File: src/rtl/adc_frame_rx.sv
// adc_frame_rx: oversampled DCLK/DRDY serial frame receiver delivering per-lane header and data words
// Optional per-lane header validation is enabled by defining ADC_RX_HDR_CHECK_EN.
module adc_frame_rx #(
  parameter int LANES   = 5,
  parameter int HDR_W   = 8,
  parameter int DATA_W  = 24,
  parameter int TIMEOUT = 255
) (
  input  logic                      clk_ctrl,
  input  logic                      rst_n,
  input  logic                      dclk,
  input  logic                      drdy,
  input  logic [LANES-1:0]          adc_d,
  output logic [LANES*DATA_W-1:0]   sample_data,
  output logic [LANES*HDR_W-1:0]    sample_hdr,
  output logic                      sample_valid,
  output logic                      frame_err,
  output logic [7:0]                err_count,
  output logic [1:0]                rx_state
);
  localparam int FRAME_BITS = HDR_W + DATA_W;
  localparam int CW = $clog2(FRAME_BITS + 1);
  localparam logic [1:0] IDLE = 2'd0, SHIFT = 2'd1, DONE = 2'd2;
  (* ASYNC_REG = "TRUE" *) logic [2:0] dclk_s;
  (* ASYNC_REG = "TRUE" *) logic [1:0] drdy_s;
  (* ASYNC_REG = "TRUE" *) logic [LANES-1:0] d_s0, d_s1;
  logic [1:0] state, state_n;
  logic [CW-1:0] bit_cnt, bit_n;
  logic [7:0] tmo, tmo_n;
  logic [LANES-1:0][FRAME_BITS-1:0] sr, sr_sh, sr_n;
  logic [LANES*HDR_W-1:0] hdr_flat;
  logic [LANES*DATA_W-1:0] data_flat;
  logic re, drdy_r, hdr_bad, err_n, valid_n;
  // data and drdy come from the same sync stage as the detected edge so all lanes align
  assign re = dclk_s[1] & ~dclk_s[2];
  assign drdy_r = drdy_s[1];
  assign rx_state = state;
  always_comb begin
    hdr_bad = 1'b0;
    for (int i = 0; i < LANES; i++) begin
      sr_sh[i] = {sr[i][FRAME_BITS-2:0], d_s1[i]};
      hdr_flat[i*HDR_W +: HDR_W] = sr_sh[i][FRAME_BITS-1 -: HDR_W];
      data_flat[i*DATA_W +: DATA_W] = sr_sh[i][DATA_W-1:0];
`ifdef ADC_RX_HDR_CHECK_EN
      hdr_bad = hdr_bad | sr_sh[i][FRAME_BITS-1] | (sr_sh[i][FRAME_BITS-2 -: 3] != 3'(i));
`endif
    end
  end
  always_comb begin
    state_n = state;
    bit_n = bit_cnt;
    tmo_n = tmo;
    sr_n = sr;
    err_n = 1'b0;
    valid_n = 1'b0;
    if (state == SHIFT) begin
      tmo_n = re ? 8'd0 : tmo + 8'd1;
      if (re) begin
        sr_n = sr_sh;
        err_n = drdy_r;
        bit_n = drdy_r ? CW'(1) : bit_cnt + CW'(1);
        if (!drdy_r && bit_cnt == CW'(FRAME_BITS - 1)) begin
          state_n = DONE;
          err_n = hdr_bad;
          valid_n = ~hdr_bad;
        end
      end else if (tmo == 8'(TIMEOUT - 1)) begin
        err_n = 1'b1;
        bit_n = '0;
        state_n = IDLE;
      end
    end else begin
      if (state == DONE) begin
        state_n = IDLE;
        bit_n = '0;
      end
      if (re && drdy_r) begin
        sr_n = sr_sh;
        bit_n = CW'(1);
        tmo_n = 8'd0;
        state_n = SHIFT;
      end
    end
  end
  always_ff @(posedge clk_ctrl) begin
    if (!rst_n) begin
      dclk_s <= '0;
      drdy_s <= '0;
      d_s0 <= '0;
      d_s1 <= '0;
      state <= IDLE;
      bit_cnt <= '0;
      tmo <= '0;
      sr <= '0;
      sample_data <= '0;
      sample_hdr <= '0;
      sample_valid <= 1'b0;
      frame_err <= 1'b0;
      err_count <= '0;
    end else begin
      dclk_s <= {dclk_s[1:0], dclk};
      drdy_s <= {drdy_s[0], drdy};
      d_s0 <= adc_d;
      d_s1 <= d_s0;
      state <= state_n;
      bit_cnt <= bit_n;
      tmo <= tmo_n;
      sr <= sr_n;
      sample_valid <= valid_n;
      frame_err <= err_n;
      if (valid_n) begin
        sample_data <= data_flat;
        sample_hdr <= hdr_flat;
      end
      if (err_n && err_count != 8'hFF) err_count <= err_count + 8'd1;
    end
  end
endmodule

File: config.mk
export PLATFORM = sky130hd
export DESIGN_NAME = adc_frame_rx
export DESIGN_NICKNAME = d
export VERILOG_FILES = /design/src/rtl/adc_frame_rx.sv
export SDC_FILE = /design/constraint.sdc
export NUM_CORES = 1
export LEC_CHECK = 0
export CAP_MARGIN = 15
export CORE_MARGIN = 5
export CORE_UTILIZATION = 58
export CTS_CLUSTER_DIAMETER = 50
export CTS_CLUSTER_SIZE = 8
export DETAILED_ROUTE_END_ITERATION = 10
export GPL_TIMING_DRIVEN = 0
export PLACE_DENSITY_LB_ADDON = 0.12
export RECOVER_POWER = 25
export SLEW_MARGIN = 20
export SYNTH_ARGS = -nofsm -noshare
export SYNTH_HDL_FRONTEND = slang
export SYNTH_SLANG_ARGS = --single-unit
File: constraint.sdc
create_clock -name clk_ctrl -period 3.5 [get_ports clk_ctrl]
set_clock_uncertainty 0.15 [all_clocks]
set_input_delay 0.35 -clock clk_ctrl [delete_from_list [all_inputs] [get_ports clk_ctrl]]
set_output_delay 0.35 -clock clk_ctrl [all_outputs]
set_load 0.1 [all_outputs]
==> results.md <==
* Status: finished, final reports clean
* WP data arrival at 3.37 ns
* Antenna cells at 0
* Die W at 156 um
* CP Data Required Time at 3.81 ns
* Die height at 156 um
* Post-Synthesis Cell Area at 0.0124 mm^2
* Clk_lat worst skew at 0.53 ns
* Number of synthesized flops with an enable pin at 0
* Root buf cell: clkbuf_16
* Fmax at 326 MHz
* Synth Area in XOR/XNOR at 0.495%
* Die area at 0.0244 mm^2
* Antenna violations before repair at 0
* Synth area leaders: dfxtp_1 (58%), nand2_1 (19%), a21oi_1 (13%)
* Vias per cell at 5.34
* Inserted Clock Buffers at 50
* Maximum vdd drop at 0.000355 V
* Initial DRT Pass Iterations at 6
* Io pins at 181
* Row count at 53
* Yosys top cell by area: dfxtp_1
* Rel. slew slack at 29.5%
* CTS Buffer Depth at 3
* Post_cts resized at 0
* Global route overflow at 0
* Layout cells sized above 1 at 3.86%
* Post-Place Worst Slack at 0.471 ns
* CTS Sinks at 356
* 1st-iter DRT viols at 620
* Setup Buffers After CTS at 0
* TritonCTS clock tree: done
* Mapped Cells at 1555
* Synth top area share at 57.6%
* Crit path launch type: flop
* Post-synthesis async set-or-reset flop share at 0%
* Critical path endpoint category: flop
* HP Class: primary input to flop
* Cts hold-fix bufs at 0
* I/O Buffers at 180
* Tcrit/Tclk final at 87.5%
* Leak at 5.35 nW
* Clock-pin slew on the worst setup and hold paths at 0.05 ns
* Synth Area in Simple Gates at 22.9%
* Setup total negative slack at 0 ns
* First-pass GRT wire length at 50600 um
* Worst-Margin Slew at 1.05 ns
* RSZ-0062 raised after global routing: no
* Compound-gate portion of the synthesized area at 14.8%
* Final setup vio count at 0
* Multiplexer share of the synthesized area at 0%
* Avg Inst Size Synth at 7.96 um^2
* DRC Markers at 0
* Number of synthesized register bits at 356
* Initial core utilization at 58.9%
* Largest family of logic cells by synthesized area: simple AND/OR/NAND/NOR gates
* Largest net degree at the start of global routing at 13
* PwrDens at 525 mW/mm^2
* Post-route ant nets at 0
* Core region area at 0.0210 mm^2
* Layout net count at 1801
* Via count at 11024
* Tot GR Track Use at 25.2%
* Max-cap violations at 0
* Sequential area share after synthesis at 57.6%
* Final wirelength at 31200 um
* CP Class: flop to flop
* Synthesis-to-finish area growth at 27.6%
* Avg WL per Cell at 15.1 um
* Syn. warnings at 0
* Max FO, Critical Path at 10
* Vias in the first global route at 10283
* Adder-Cell Fraction of Synth Area at 0.506%
* Worst setup margin at 0.436 ns
* Most frequent cells after synthesis: nand2_1 (642), dfxtp_1 (356), a21oi_1 (329), clkbuf_1 (90), nor2_1 (21)
* Fin. Hold Viols at 0
* Max-slew violations at 0
* Main flop type after synthesis: dfxtp_1
* Gp weighted congestion at 0.837
* Min cycle time layout at 3.06 ns
* HPWL Detailed at 21400 um
* Distinct cells, synth at 41
* H-tree levels at 2
* Syn Nets at 1569
* Most common cell in the netlist: nand2_1
through the flow:
step	total power, mW	instances	area [um^2]	hold WS [ns]	util [%]
CTS	8.35	2064	15800	0.239	75.3
floorplan	4.23	1555	12400	0.262	-
global placement	4.28	2010	14500	0.265	69.1
finish	8.29	2064	15800	0.259	75.1
global route	8.55	2064	15800	0.246	75.1
detailed placement	4.28	2010	14500	0.270	69.1
per-layer routing:
layer | routed length, um | up-vias | track usage (%)
met3 | 1930 | 83 | 5.05
met2 | 14500 | 357 | 41.2
met4 | 1170 | 0 | 10.1
met5 | 0 | - | 0
li1 | - | 5482 | -
met1 | 13600 | 5102 | 32.8
layout make-up:
cell class	count	area [um^2]
timing repair buffer	180	1800
fill	1598	5230
multi-input combinational	1083	4770
tap	275	344
clock inverter	2	13.8
inverter	5	18.8
clock buffer	52	1280
sequential	356	7130
buffer	111	433
path summary, 6_finish.rpt:
check	from	to	cells past startpoint	slack, ns
min	adc_d[3]	d_s0[3]	2	0.26
min reg2reg	d_s0[0]	d_s1[0]	1	0.28
max reg2reg	rx_state[1]	sample_hdr[28]	10	0.44
max	rx_state[1]	sample_hdr[28]	10	0.44
power by group:
group	internal, mW	total (mW)	switching (mW)
clock	2.53	4.09	1.55
combinational	0.0269	0.128	0.101
sequential	4.07	4.08	0.00380
critical path: stages, from the launching register on:
cell and delay [ns]:
dfxtp_1 0.35, inv_1 0.05, ha_1 0.16, clkbuf_1 0.19
inv_1 0.17, nor2_1 0.07, nand2_1 0.45, clkbuf_1 0.66
clkbuf_1 0.44, nand2_1 0.13, a21oi_1 0.17
registers in the layout (all words and copies together) (netlist names):
signal and flops:
sample_valid 1, frame_err 1, dclk_s 3, hdr_flat 40, d_s1 5, tmo 8, err_count 8, sample_data 120
data_flat 115, rx_state 2, sample_hdr 40, d_s0 5, bit_cnt 6, drdy_s 2
placed cells by master, fill, tap and decap left out, drive strengths merged, types with 2 or more instances in the layout:
cell type / n
nor2: 21
nand2b: 4
and2: 16
nand3: 8
xor2: 2
nand4: 3
nand2: 642
or3: 4
dfxtp: 356
clkbuf: 144
o21ai: 9
inv: 6
dlygate4sd3: 66
a31oi: 3
nor3b: 2
nand3b: 3
a31o: 2
xnor2: 5
nor3: 7
ha: 5
clkdlybuf4s50: 114
nor4: 4
a21oi: 329
buf: 19
cells by family after synthesis:
family / after synthesis
buf+inv: 116
flops: 356
simple gates: 716
fa+ha+maj: 5
xor+xnor: 7
compound gates: 355
Note: power is estimated with default switching activity, not from simulation.
